File: config.mk
export PLATFORM = sky130hd
export DESIGN_NAME = uart_cmd_asm
export DESIGN_NICKNAME = d
export VERILOG_FILES = /design/src/rtl/uart_cmd_asm.sv
export SDC_FILE = /design/constraint.sdc
export NUM_CORES = 1
export LEC_CHECK = 0
export BUFFER_PORTS_ARGS = -buffer_cell sky130_fd_sc_hd__buf_2
export CAP_MARGIN = 25
export CORE_UTILIZATION = 49
export CTS_CLUSTER_SIZE = 30
export DETAILED_ROUTE_END_ITERATION = 16
export HOLD_SLACK_MARGIN = 0.06
export MAX_ROUTING_LAYER = met4
export PLACE_DENSITY = 0.75
export SYNTH_ARGS = -nofsm -noshare
export SYNTH_HDL_FRONTEND = slang
export SYNTH_SLANG_ARGS = --single-unit
export TNS_END_PERCENT = 5
File: constraint.sdc
create_clock -name clk -period 1.7 [get_ports clk]
set_input_delay 0.51 -clock clk [delete_from_list [all_inputs] [get_ports clk]]
set_output_delay 0.51 -clock clk [all_outputs]
set_load 0.005 [all_outputs]
File: src/rtl/uart_cmd_asm.sv
// Packs three UART bytes (opcode, data_hi, data_lo) into a 24-bit command word.
// Partial commands are dropped when the inter-byte gap reaches TIMEOUT cycles.
module uart_cmd_asm #(
   parameter int TIMEOUT = 1024
) (
   input  logic        clk,
   input  logic        rst,
   input  logic [7:0]  rx_data,
   input  logic        rx_rdy,
   output logic        clr_rx_rdy,
   output logic [23:0] cmd,
   output logic        cmd_rdy,
   input  logic        clr_cmd_rdy,
   output logic        timeout,
   output logic        overrun
);

   localparam int CW = $clog2(TIMEOUT) + 1;
   localparam logic [CW-1:0] GAP_MAX = CW'(TIMEOUT - 1);

   typedef enum logic [1:0] {IDLE, GOT1, GOT2} state_e;

   state_e        state_q, state_d;
   logic [CW-1:0] gap_q, gap_d;
   logic [7:0]    op_q, op_d;
   logic [7:0]    hi_q, hi_d;
   logic [23:0]   cmd_q, cmd_d;
   logic          cmd_rdy_q, cmd_rdy_d;
   logic          clr_rx_q, clr_rx_d;
   logic          timeout_q, timeout_d;
   logic          overrun_q, overrun_d;
   logic          accept;

   // The receiver still shows rdy during our clear cycle, so that cycle is ignored.
   assign accept = rx_rdy & ~clr_rx_q;

   always_comb begin
      state_d   = state_q;
      gap_d     = '0;
      op_d      = op_q;
      hi_d      = hi_q;
      cmd_d     = cmd_q;
      cmd_rdy_d = cmd_rdy_q;
      overrun_d = overrun_q;
      clr_rx_d  = accept;
      timeout_d = 1'b0;

      if (clr_cmd_rdy) begin
         cmd_rdy_d = 1'b0;
         overrun_d = 1'b0;
      end

      case (state_q)
         IDLE: begin
            if (accept) begin
               op_d    = rx_data;
               state_d = GOT1;
            end
         end
         GOT1: begin
            if (accept) begin
               hi_d    = rx_data;
               state_d = GOT2;
            end else if (gap_q == GAP_MAX) begin
               state_d   = IDLE;
               timeout_d = 1'b1;
               op_d      = '0;
            end else begin
               gap_d = gap_q + CW'(1);
            end
         end
         GOT2: begin
            if (accept) begin
               // A new word beats a same-cycle acknowledge.
               cmd_d     = {op_q, hi_q, rx_data};
               cmd_rdy_d = 1'b1;
               if (cmd_rdy_q && !clr_cmd_rdy) overrun_d = 1'b1;
               state_d   = IDLE;
            end else if (gap_q == GAP_MAX) begin
               state_d   = IDLE;
               timeout_d = 1'b1;
               op_d      = '0;
               hi_d      = '0;
            end else begin
               gap_d = gap_q + CW'(1);
            end
         end
         default: state_d = IDLE;
      endcase
   end

   always_ff @(posedge clk) begin
      if (rst) begin
         state_q   <= IDLE;
         gap_q     <= '0;
         op_q      <= '0;
         hi_q      <= '0;
         cmd_q     <= '0;
         cmd_rdy_q <= 1'b0;
         clr_rx_q  <= 1'b0;
         timeout_q <= 1'b0;
         overrun_q <= 1'b0;
      end else begin
         state_q   <= state_d;
         gap_q     <= gap_d;
         op_q      <= op_d;
         hi_q      <= hi_d;
         cmd_q     <= cmd_d;
         cmd_rdy_q <= cmd_rdy_d;
         clr_rx_q  <= clr_rx_d;
         timeout_q <= timeout_d;
         overrun_q <= overrun_d;
      end
   end

   assign clr_rx_rdy = clr_rx_q;
   assign cmd        = cmd_q;
   assign cmd_rdy    = cmd_rdy_q;
   assign timeout    = timeout_q;
   assign overrun    = overrun_q;

endmodule

# --- Word level (Yosys, flattened, before mapping) ---
# Cells that the tools add are included.
op_classes:
  div_mod_pow: 0
  mul: 0
  n_eq_ne: 9
  n_reduce_logical: 11
  n_addsub: 1
  mux: 18
  magnitude_cmp: 0
  n_bitwise: 3
  shifts: 0
op_table:
  columns: ["cell", "n"]
  rows:
  - ["one-hot mux 8 bit (2 select lines)", 2]
  - ["2-to-1 mux 8 bit", 3]
  - ["adder 11 x 1 -> 11 bit (second input constant)", 1]
  - ["== test 11 x 10 -> 1 bit (second input constant)", 1]
  - ["inequality test 2 bit (second input constant)", 5]
  - ["2-to-1 mux 1 bit", 8]
  - ["2-to-1 mux 2 bit", 4]
  - ["AND reduction 4 bit", 2]
  - ["one-hot mux 2 bit (3 select lines)", 1]
  - ["nonzero test 2 bit", 2]
  - ["OR reduction 4 bit", 1]
  - ["OR reduction 3 bit", 1]
  - ["== test 2 x 1 -> 1 bit (second input constant)", 1]
  - ["== test 2 bit (second input constant)", 1]
  - ["logical NOT 2 bit", 1]
  - ["inequality test 2 x 1 -> 1 bit (second input constant)", 1]
  - ["inverter 1 bit", 2]
  - ["AND reduction 2 bit", 1]
  - ["OR reduction 2 bit", 1]
  - ["bitwise AND 1 bit", 1]
  - ["logical AND 1 bit", 1]
  - ["logical NOT 1 bit", 1]
word_totals:
  latchBits: 0
  memories: 0
  out_inout_bits: 28
  mem_bits_ro: 0
  mem_bits_rw: 0
  elab_cells: 51
  register_bits: 57
  inputBits: 12

# --- Depth between registers and ports, before layout ---
# Gate-level depths: netlist of run 1.
depth:
  depth_word: 5
  mapped_depth: 7
  ltp_nobuf: 6

# --- Worst setup path before layout of run 1 ---
# No wires, ideal clock.
synth_timing:
  path_kind: "input-to-reg"
  startpoint: "in rst"
  endpoint: "reg clr_rx_q (netlist: clr_rx_rdy)"
  setup_slack_ps: 123
  path_buffers: 3
  setup_time_ps: 128
  path_stages: 4
  t_arrival_ps: 1450
  cell_sequence: "clkbuf_1 clkbuf_1 buf_1 nor2_1"
synth_rtl:
  columns: ["item", "line_no", "text"]
  rows:
  - ["from (decl)", "7", "input logic rst,"]
  - ["to (signal assigned)", "110", "clr_rx_q <= clr_rx_d;"]
  - ["to (decl)", "29", "logic clr_rx_q, clr_rx_d;"]
# No word-level cell between the ends.

# --- Worst setup path after layout of run 1 ---
layout_timing:
  startpoint: "reg gap_q[1]"
  endpoint: "reg op_q[4]"
layout_via:
  elab_chain_len: 3
layout_rtl:
  columns: ["item", "line_no", "text"]
  rows:
  - ["from (decl)", "24", "logic [CW-1:0] gap_q, gap_d;"]
  - ["from (signal assigned)", "105", "gap_q <= gap_d;"]
  - ["== test 11 x 10 -> 1 bit", "64, 79", null]
  - ["inequality test 2 x 1 -> 1 bit (no line)", null, null]
  - ["AND reduction 4 bit (no line)", null, null]
  - ["to (signal assigned)", "106", "op_q <= op_d;"]
  - ["to (decl)", "25", "logic [7:0] op_q, op_d;"]
# No other way between the ends.
# A chain may end at the register's enable or synchronous reset.

==> results of run 1 <==
power groups by stage:
stage | Combinational (W) | Clock, W | Sequential, W
6_report | 0.000264 | 0.00138 | 0.00142
5_1_grt | 0.000288 | 0.00145 | 0.00143
4_1_cts | 0.000244 | 0.00140 | 0.00142
3_5_place_dp | 0.000238 | 0 | 0.00145
3_3_place_gp | 0.000229 | 0 | 0.00145
2_1_floorplan | 0.000156 | 0 | 0.00144
area by class of cell:
cell class	count	share of cell area, %
Sequential cell	57	41.1
Multi-Input combinational cell	160	35.3
Tap cell	50	2.25
Clock inverter	7	3.38
Clock buffer	9	4.46
Timing Repair Buffer	57	12.8
Inverter	5	0.676
cell usage in the layout, fill, tap and decap left out, types with 2 or more instances in the layout:
master and instances:
dfxtp_1 56, nand2_1 50, buf_2 39, a21oi_1 30, a22o_1 17, nor2_1 16, buf_4 16, clkbuf_8 9
inv_1 5, nand2b_1 4, nand3_1 4, xnor2_1 4, nor3_1 4, ha_1 4, xor2_1 3, nor3b_1 3
nor2b_1 2, nor3_2 2, a211oi_4 2, nand3b_1 2, clkinvlp_4 2, clkinv_2 2, bufinv_16 2, buf_12 2
metrics by stage:
stage	std cells	TNS, ns	instance area (sq um)
after detailed placement	327	-1.79	2500
after global placement	327	-1.05	2500
after floorplan	234	0	2160
after CTS	343	0	2730
after global routing	345	-0.0162	2780
final	345	0	2780
worst max-delay path: cells and delay by family (launching register included):
| kind | cells | cell delay, ns |
|---|---|---|
| adders and majority gates | 1 | 0.18 |
| and+or+nand+nor | 2 | 0.32 |
| AOI/OAI and AO/OA | 2 | 0.34 |
| DFF | 1 | 0.34 |
| buffers and inverters | 2 | 0.33 |
logic make-up after synthesis:
group,after synthesis,synth area share (%)
AO/OA/AOI/OAI,52,16.2
XOR/XNOR,7,2.84
adder cells (fa/ha/maj),5,2.90
buffers and inverters,17,3.59
flip-flops,57,52.8
AND/OR/NAND/NOR,96,21.7
registers in the layout, indices dropped and copies added, names as in the netlist:
name	flops
cmd	24
gap_q	11
hi_q	8
op_q	8
state_q	2
clr_rx_rdy	1
cmd_rdy	1
overrun	1
timeout	1
path summary, 6_finish.rpt:
path,start,end,cells after the start
setup reg to reg,gap_q[1]$_SDFF_PP0_,op_q[4]$_SDFFE_PP0P_,7
hold / removal,clr_cmd_rdy,overrun$_SDFF_PP0_,2
hold reg to reg,gap_q[0]$_SDFF_PP0_,gap_q[0]$_SDFF_PP0_,1
setup / recovery,gap_q[1]$_SDFF_PP0_,op_q[4]$_SDFFE_PP0P_,7
layer usage:
layer,up-vias,track usage (%),share of wire (%)
li1,909,-,-
met1,818,25.3,47
met2,39,36.5,48
met3,8,6.50,4.0
met4,0,12.0,1.6
met5,-,-,0
timing repair:
item,CTS,global route
pin swaps,0,1
resized for setup,1,6
endpoints found under the setup margin,5,16
gates cloned,0,0
buffers inserted,0,2
==> reports/metrics.cfg, run 1 <==
[detailed_routing]
drt_pass1_iterations = 4
avgViaCountPerCell = 5.14
ant_nets = 0
drc_errors = 0
wl_microns = 4580
wire_per_inst_microns = 13.3
vias = 1774
drtIter0Drc = 63

[hold_path]
hp-class = input pin to flip-flop

[global_route]
gr-total-overflow = 0
grt_util_all_layers_pct = 22.7
antenna_found_initial = 0
grt_max_degree = 24
grt_pass1_vias = 1593
grt_pass1_wl_microns = 7250

[critical_path]
rrSetupSlack_ns = 0.08
crit_top_cell = buf_4
critPathKind = flip-flop to flip-flop
cp.required_ns = 1.93
path_max_fanout = 8
cpMaxStageDelayCell = dfxtp_1
end_kind = flip-flop
crit_arrival_ns = 1.85
cp-start-kind = flip-flop
cpPeakStageDelay_ns = 0.34
crit_chain = ha_2 -> nand4_1 -> buf_4 -> nor4_4 -> buf_4 -> a211oi_4 -> a22o_1

[clock_network]
ctsHoldBuffers = 0
htree_levels = 3
cts-buffers-inserted = 9
clk_latency_ns = 0.34
clk_pin_slew_worst_paths_ns = 0.07
cts_root_buffer = clkbuf_8
cts_sinks = 57
clk_path_buf_depth = 2
cts_tree = built

[timing]
final-hold-violation-count = 0
fin_ws_ns = 0.0750
whs_ns = 0.344
post-route-period-util_pct = 95.6
finClkSkew_ns = 0.00899
slew_headroom_pct = 73.1
tightest_slew_ns = 0.403
finalSetupViolations = 0
slew_viol_final = 0
fin_crit_ns = 1.62
clock.fmax_ghz = 0.615

[place]
port_buffers = 39
dpl.hpwl_microns = 3260
gp_congestion = 0.818
post-place-ws_ns = -0.141

[pwr]
power_density_nw_per_um2 = 1100
p_int_w = 0.00233
p_comb_share_pct = 8.6
vdd_ir_drop_max_mv = 0.751
p_leak_nw = 1.12
switchingPower_w = 0.000734
sw_frac_of_total_pct = 23.9
power_w = 0.00307
pwr-share-clk_pct = 45.1
seqPwrFrac_pct = 46.3

[synthesis]
netlist.area_leader.share_pct = 52.8
yosysSeqAreaShare_pct = 52.8
yosysWarningCount = 0
ys_async_sr_fraction_pct = 0
ys.flop_type = dfxtp_1
yosys.area.top_type = dfxtp_1
synth-seq-cells = 57
netlist_top_cells_area = dfxtp_1 (53%), nand2_1 (8.7%), a21oi_1 (6.9%), a22o_1 (6.9%), ha_1 (2.9%)
synth-edff-count = 0
synth_common_cells = dfxtp_1 (57), nand2_1 (50), a21oi_1 (30)
synth_fp_nets = 251
syn_inst = 234
synth_most_common_cell = dfxtp_1
avgSynthCellArea_sq_um = 9.23
ys_types = 34
synth_area_sq_um = 2160

[finish]
regArea_sq_um = 1140
nNetsFinal = 307
drive_above_1_share_pct = 28.5
multi_input_area_sq_um = 981
fillers = 355
num_antenna_cells = 0
syn_to_final_growth_pct = 28.5
fin_util_pct = 67.5

[floorplanning]
num_rows = 23
ioPinCount = 40
die-height_microns = 68.4
core_sq_um = 4120
die_area_sq_um = 4680
initial_core_util_pct = 52.5
fp.dieW_microns = 68.4

[run_status]
outcome = finished, final reports clean

[flow_run]
maxCapViolCount = 0

Power figures use the tool's default switching activity.
==> run 2: changes to the inputs <==
--- a/config.mk
+++ b/config.mk
@@ -5,7 +5,7 @@
 export SDC_FILE = /design/constraint.sdc
 export NUM_CORES = 1
 export LEC_CHECK = 0
-export BUFFER_PORTS_ARGS = -buffer_cell sky130_fd_sc_hd__buf_2
+export BUFFER_PORTS_ARGS = -buffer_cell sky130_fd_sc_hd__clkbuf_2
 export CAP_MARGIN = 25
 export CORE_UTILIZATION = 49
 export CTS_CLUSTER_SIZE = 30
==> run 2 against run 1 <==
Effect of this change: clock skew about the same; largest cell class unchanged; routed wire length is 3.0% lower; highest routed layer unchanged; global-route usage up 0.43 points; hold slack better by 0.0072 ns; first-iteration DRC count up 130%; sequential share of layout area fell by 0.21 points; sequential power about the same; cell count rose by 0.58%.
==> reports/metrics.cfg, run 2 (same netlist as run 1, synthesis figures left out) <==
[run_status]
outcome = finished, final reports clean

[global_route]
antenna_found_initial = 0
grt_util_all_layers_pct = 23.1
grt_pass1_wl_microns = 7350
gr-total-overflow = 0
grt_pass1_vias = 1597
grt_max_degree = 24

[timing]
slew_viol_final = 0
rsz0062_at_grt = yes
fin_crit_ns = 1.63
finClkSkew_ns = 0.00946
post-route-period-util_pct = 95.8
tightest_slew_ns = 0.403
slew_headroom_pct = 73.1
finalSetupViolations = 0
clock.fmax_ghz = 0.614
final-hold-violation-count = 0
final.setup.tns_ns = 0

[critical_path]
critPathKind = flip-flop to flip-flop
path_max_fanout = 8
cpMaxStageDelayCell = dfxtp_2
cp.required_ns = 1.92
end_kind = flip-flop
crit_arrival_ns = 1.85
crit_top_cell = buf_4
crit_chain = ha_2 -> nand4_1 -> buf_4 -> nor4_4 -> buf_4 -> a211oi_4 -> a22o_1
cpPeakStageDelay_ns = 0.33
cp-start-kind = flip-flop

[pwr]
sw_frac_of_total_pct = 23.1
power_density_nw_per_um2 = 1090
p_leak_nw = 1.11
p_comb_share_pct = 8.7
switchingPower_w = 0.000702
vdd_ir_drop_max_mv = 0.730
seqPwrFrac_pct = 46.7
pwr-share-clk_pct = 44.6
p_int_w = 0.00234

[floorplanning]
fp.dieW_microns = 68.4
num_rows = 23
ioPinCount = 40
initial_core_util_pct = 52.5
core_sq_um = 4120
die-height_microns = 68.4
die_area_sq_um = 4680

[finish]
nNetsFinal = 309
multi_input_area_sq_um = 976
largest_reg_flops = 24
syn_to_final_growth_pct = 29.4
regArea_sq_um = 1140
mostFrequentLayoutCell = dfxtp_1
drive_above_1_share_pct = 28.6
layout_common_cells = dfxtp_1 (55), nand2_1 (50), clkbuf_2 (39)
fin_area_sq_um = 2800
num_antenna_cells = 0
fillers = 337

[place]
gp_congestion = 0.786
dpl-instance-area_sq_um = 2530
port_buffers = 39
dpl.hpwl_microns = 3100

[clock_network]
cts_tree = built
clk_latency_ns = 0.34
cts_root_buffer = clkbuf_8
ctsHoldBuffers = 0
clk_pin_slew_worst_paths_ns = 0.06
htree_levels = 3
cts-buffers-inserted = 9
clk_path_buf_depth = 2
cts_sinks = 57

[detailed_routing]
wire_per_inst_microns = 12.8
wl_microns = 4440
drt_pass1_iterations = 4
ant_nets = 0
vias = 1809
avgViaCountPerCell = 5.21
drtIter0Drc = 146
drc_errors = 0

[flow_run]
maxCapViolCount = 0

[hold_path]
hp-class = input pin to flip-flop

-- run 2: changes by cell type in the layout (fill, tap and decap cells not counted), sizes merged --
cell / delta
clkbuf: +41
buf: -37
clkinv: -1
inv: -1
-- run 2: power groups by stage --
stage | sequential [W] | clock [W] | combinational [W]
after CTS | 0.00142 | 0.00138 | 0.000245
after floorplan | 0.00144 | 0 | 0.000156
after detailed placement | 0.00145 | 0 | 0.000243
after global placement | 0.00145 | 0 | 0.000237
final | 0.00142 | 0.00135 | 0.000265
after global routing | 0.00143 | 0.00145 | 0.000289
-- run 2: metrics by stage --
stage	instances	total power [W]	util [%]	hold slack [ns]	setup WS, ns
2_1_floorplan	234	0.00160	-	0.417	0.123
3_3_place_gp	329	0.00168	61.5	0.441	-0.0492
3_5_place_dp	329	0.00169	61.5	0.447	-0.0976
4_1_cts	345	0.00304	66.7	0.335	0.0205
5_1_grt	347	0.00317	67.9	0.349	-0.0000762
6_report	347	0.00304	67.9	0.352	0.0722
-- run 2: metal layers --
metal	share of wire [%]	track usage, %	vias up
met5	0	-	-
met4	1.3	10.2	0
met3	4.3	9.50	6
met2	50	34.9	42
met1	44	26.7	847
li1	-	-	914
-- run 2: area by class of cell --
cell class	count	area share, %
clock buffers	11	4.70
clock inverters	5	2.86
inverters	5	0.671
multi-input cells	160	34.9
flip-flops and latches	57	40.9
well taps	50	2.24
repair buffers	59	13.7
-- run 2: worst max-delay path: cells and delay by family (launching register included) --
family,cells,cell delay (ns)
AO/OA/AOI/OAI,2,0.33
adder cells (fa/ha/maj),1,0.18
buffers and inverters,2,0.34
flip-flops,1,0.33
AND/OR/NAND/NOR,2,0.33
-- run 2: timing repair --
item | CTS | global route
buffers inserted | 0 | 2
gates resized for setup | 0 | 8
setup endpoints to repair | 0 | 16
-- run 2: path summary, 6_finish.rpt --
check | from | end | slack, ns | cells past startpoint
worst max-delay path | gap_q[0]$_SDFF_PP0_ | op_q[3]$_SDFFE_PP0P_ | 0.07 | 7
worst min-delay path | clr_cmd_rdy | overrun$_SDFF_PP0_ | 0.35 | 2
worst max register to register | gap_q[0]$_SDFF_PP0_ | op_q[3]$_SDFFE_PP0P_ | 0.07 | 7
worst min register to register | hi_q[5]$_SDFFE_PP0P_ | cmd[13]$_SDFFE_PP0P_ | 0.45 | 2
==> run 3: changes to the inputs <==
==> constraint.sdc (replaced) <==
create_clock -name clk -period 1.7 [get_ports clk]
set_input_delay 0.085 -clock clk [delete_from_list [all_inputs] [get_ports clk]]
set_output_delay 0.085 -clock clk [all_outputs]
set_load 0.005 [all_outputs]
==> run 3 against run 2 <==
Effect of this change: global-route usage up 0.60 points; cell count up 1.2%; hold slack worse by 0.15 ns; clock power up 4%; critical path type unchanged; critical endpoint is now op_q[2]$_SDFFE_PP0P_.
==> reports/metrics.cfg, run 3 (same netlist as run 1, synthesis figures left out) <==
[floorplanning]
ioPinCount = 40
die-height_microns = 68.4
initial_core_util_pct = 52.5
fp.dieW_microns = 68.4
core_sq_um = 4120
die_area_sq_um = 4680
num_rows = 23

[clock_network]
cts_tree = built
clk_pin_slew_worst_paths_ns = 0.06
clk_latency_ns = 0.34
htree_levels = 3
clk_path_buf_depth = 2
cts-buffers-inserted = 9
cts_sinks = 57
cts_root_buffer = clkbuf_8

[finish]
num_antenna_cells = 0
drive_above_1_share_pct = 26.2
syn_to_final_growth_pct = 29.9
layout_common_cells = dfxtp_1 (57), nand2_1 (50), clkbuf_2 (39)
largest_reg_flops = 24
nNetsFinal = 313
mostFrequentLayoutCell = dfxtp_1

[global_route]
antenna_found_initial = 0
met3_usage_pct = 10.3
grt_max_degree = 21
grt_util_met2_pct = 38.0
met1_usage_pct = 25.3
grt_pass1_wl_microns = 7560
grt_util_all_layers_pct = 23.7
top_usage_layer = met2
grt_pass1_vias = 1686
gr-total-overflow = 0

[pwr]
sw_frac_of_total_pct = 22.9
pwr-share-clk_pct = 45.4
p_int_w = 0.00237
power_density_nw_per_um2 = 1100
seqPwrFrac_pct = 46.1
p_leak_nw = 1.12
p_comb_share_pct = 8.5
switchingPower_w = 0.000703
vdd_ir_drop_max_mv = 0.910

[timing]
whs_ns = 0.202
tightest_slew_ns = 0.445
final.setup.tns_ns = 0
finClkSkew_ns = 0.00595
slew_viol_final = 0
post-route-period-util_pct = 95.2
clock.fmax_ghz = 0.618
fin_crit_ns = 1.62
final-hold-violation-count = 0
finalSetupViolations = 0
slew_headroom_pct = 70.3

[flow_run]
maxCapViolCount = 0

[hold_path]
hp-class = input pin to flip-flop

[place]
port_buffers = 39
gp_congestion = 0.834
dpl.hpwl_microns = 3180

[critical_path]
cp.required_ns = 1.93
rrSetupSlack_ns = 0.08
end_kind = flip-flop
critPathKind = flip-flop to flip-flop
cp-start-kind = flip-flop
crit_arrival_ns = 1.85
path_max_fanout = 8

[detailed_routing]
vias = 1839
drtIter0Drc = 81
wire_per_inst_microns = 13.3
avgViaCountPerCell = 5.24
drt_pass1_iterations = 4
ant_nets = 0
drc_errors = 0
wl_microns = 4690

[run_status]
outcome = finished, final reports clean

-- run 3: cell count changes in the layout (fill, tap and decap cells not counted), moves of 2 or more --
cell,change
dlygate4sd3_1,+9
buf_12,-3
a211oi_2,+2
a211oi_4,-2
buf_4,-2
clkinvlp_4,-2
dfxtp_1,+2
dfxtp_2,-2
-- run 3: final cells by class --
class / count / area [sq um]
fill: 333 / 1310
sequential: 57 / 1140
multi-input combinational: 160 / 966
timing repair buffer: 63 / 398
clock buffer: 11 / 141
clock inverter: 5 / 78.8
tap: 50 / 62.6
inverter: 5 / 18.8
-- run 3: power by group through the flow --
stage	logic [W]	registers, W	clock network [W]
CTS	0.000253	0.00142	0.00143
finish	0.000260	0.00142	0.00140
global route	0.000286	0.00143	0.00149
floorplan	0.000156	0.00144	0
detailed placement	0.000229	0.00145	0
global placement	0.000225	0.00145	0
-- run 3: path summary, 6_finish.rpt --
path / from / endpoint / depth (start not counted)
setup reg to reg: state_q[0]$_SDFFE_PP0P_ / op_q[2]$_SDFFE_PP0P_ / 6
hold reg to reg: gap_q[0]$_SDFF_PP0_ / gap_q[0]$_SDFF_PP0_ / 1
hold / removal: rx_rdy / clr_rx_rdy$_SDFF_PP0_ / 4
setup / recovery: state_q[0]$_SDFFE_PP0P_ / op_q[2]$_SDFFE_PP0P_ / 6
-- run 3: repair_timing --
item | CTS | global route
hold buffers | 9 | 0
gates resized for setup | 2 | 2
hold endpoints to repair | 26 | 0
buffers inserted | 0 | 0
setup endpoints to repair | 13 | 16
-- run 3: layer usage --
metal,vias up,wire [microns]
li1,929,-
met1,851,2110
met2,48,2230
met3,11,223
met4,0,116
met5,-,0
-- run 3: worst max-delay path: stages, from the launching register on --
cell      delay (ns)
dfxtp_1         0.40
inv_1           0.09
ha_1            0.32
a211oi_2        0.21
a211oi_2        0.08
buf_4           0.19
a22o_1          0.23
-- run 3: stage by stage --
stage	worst slack, ns	area (sq um)	instances	power, W	utilization, %
finish	0.0810	2810	351	0.00308	68.2
detailed placement	-0.00862	2470	326	0.00168	60.1
global placement	0.0525	2470	326	0.00167	60.1
CTS	0.0297	2800	351	0.00310	68.0
global route	-0.00279	2810	351	0.00320	68.2
floorplan	0.145	2160	234	0.00160	-
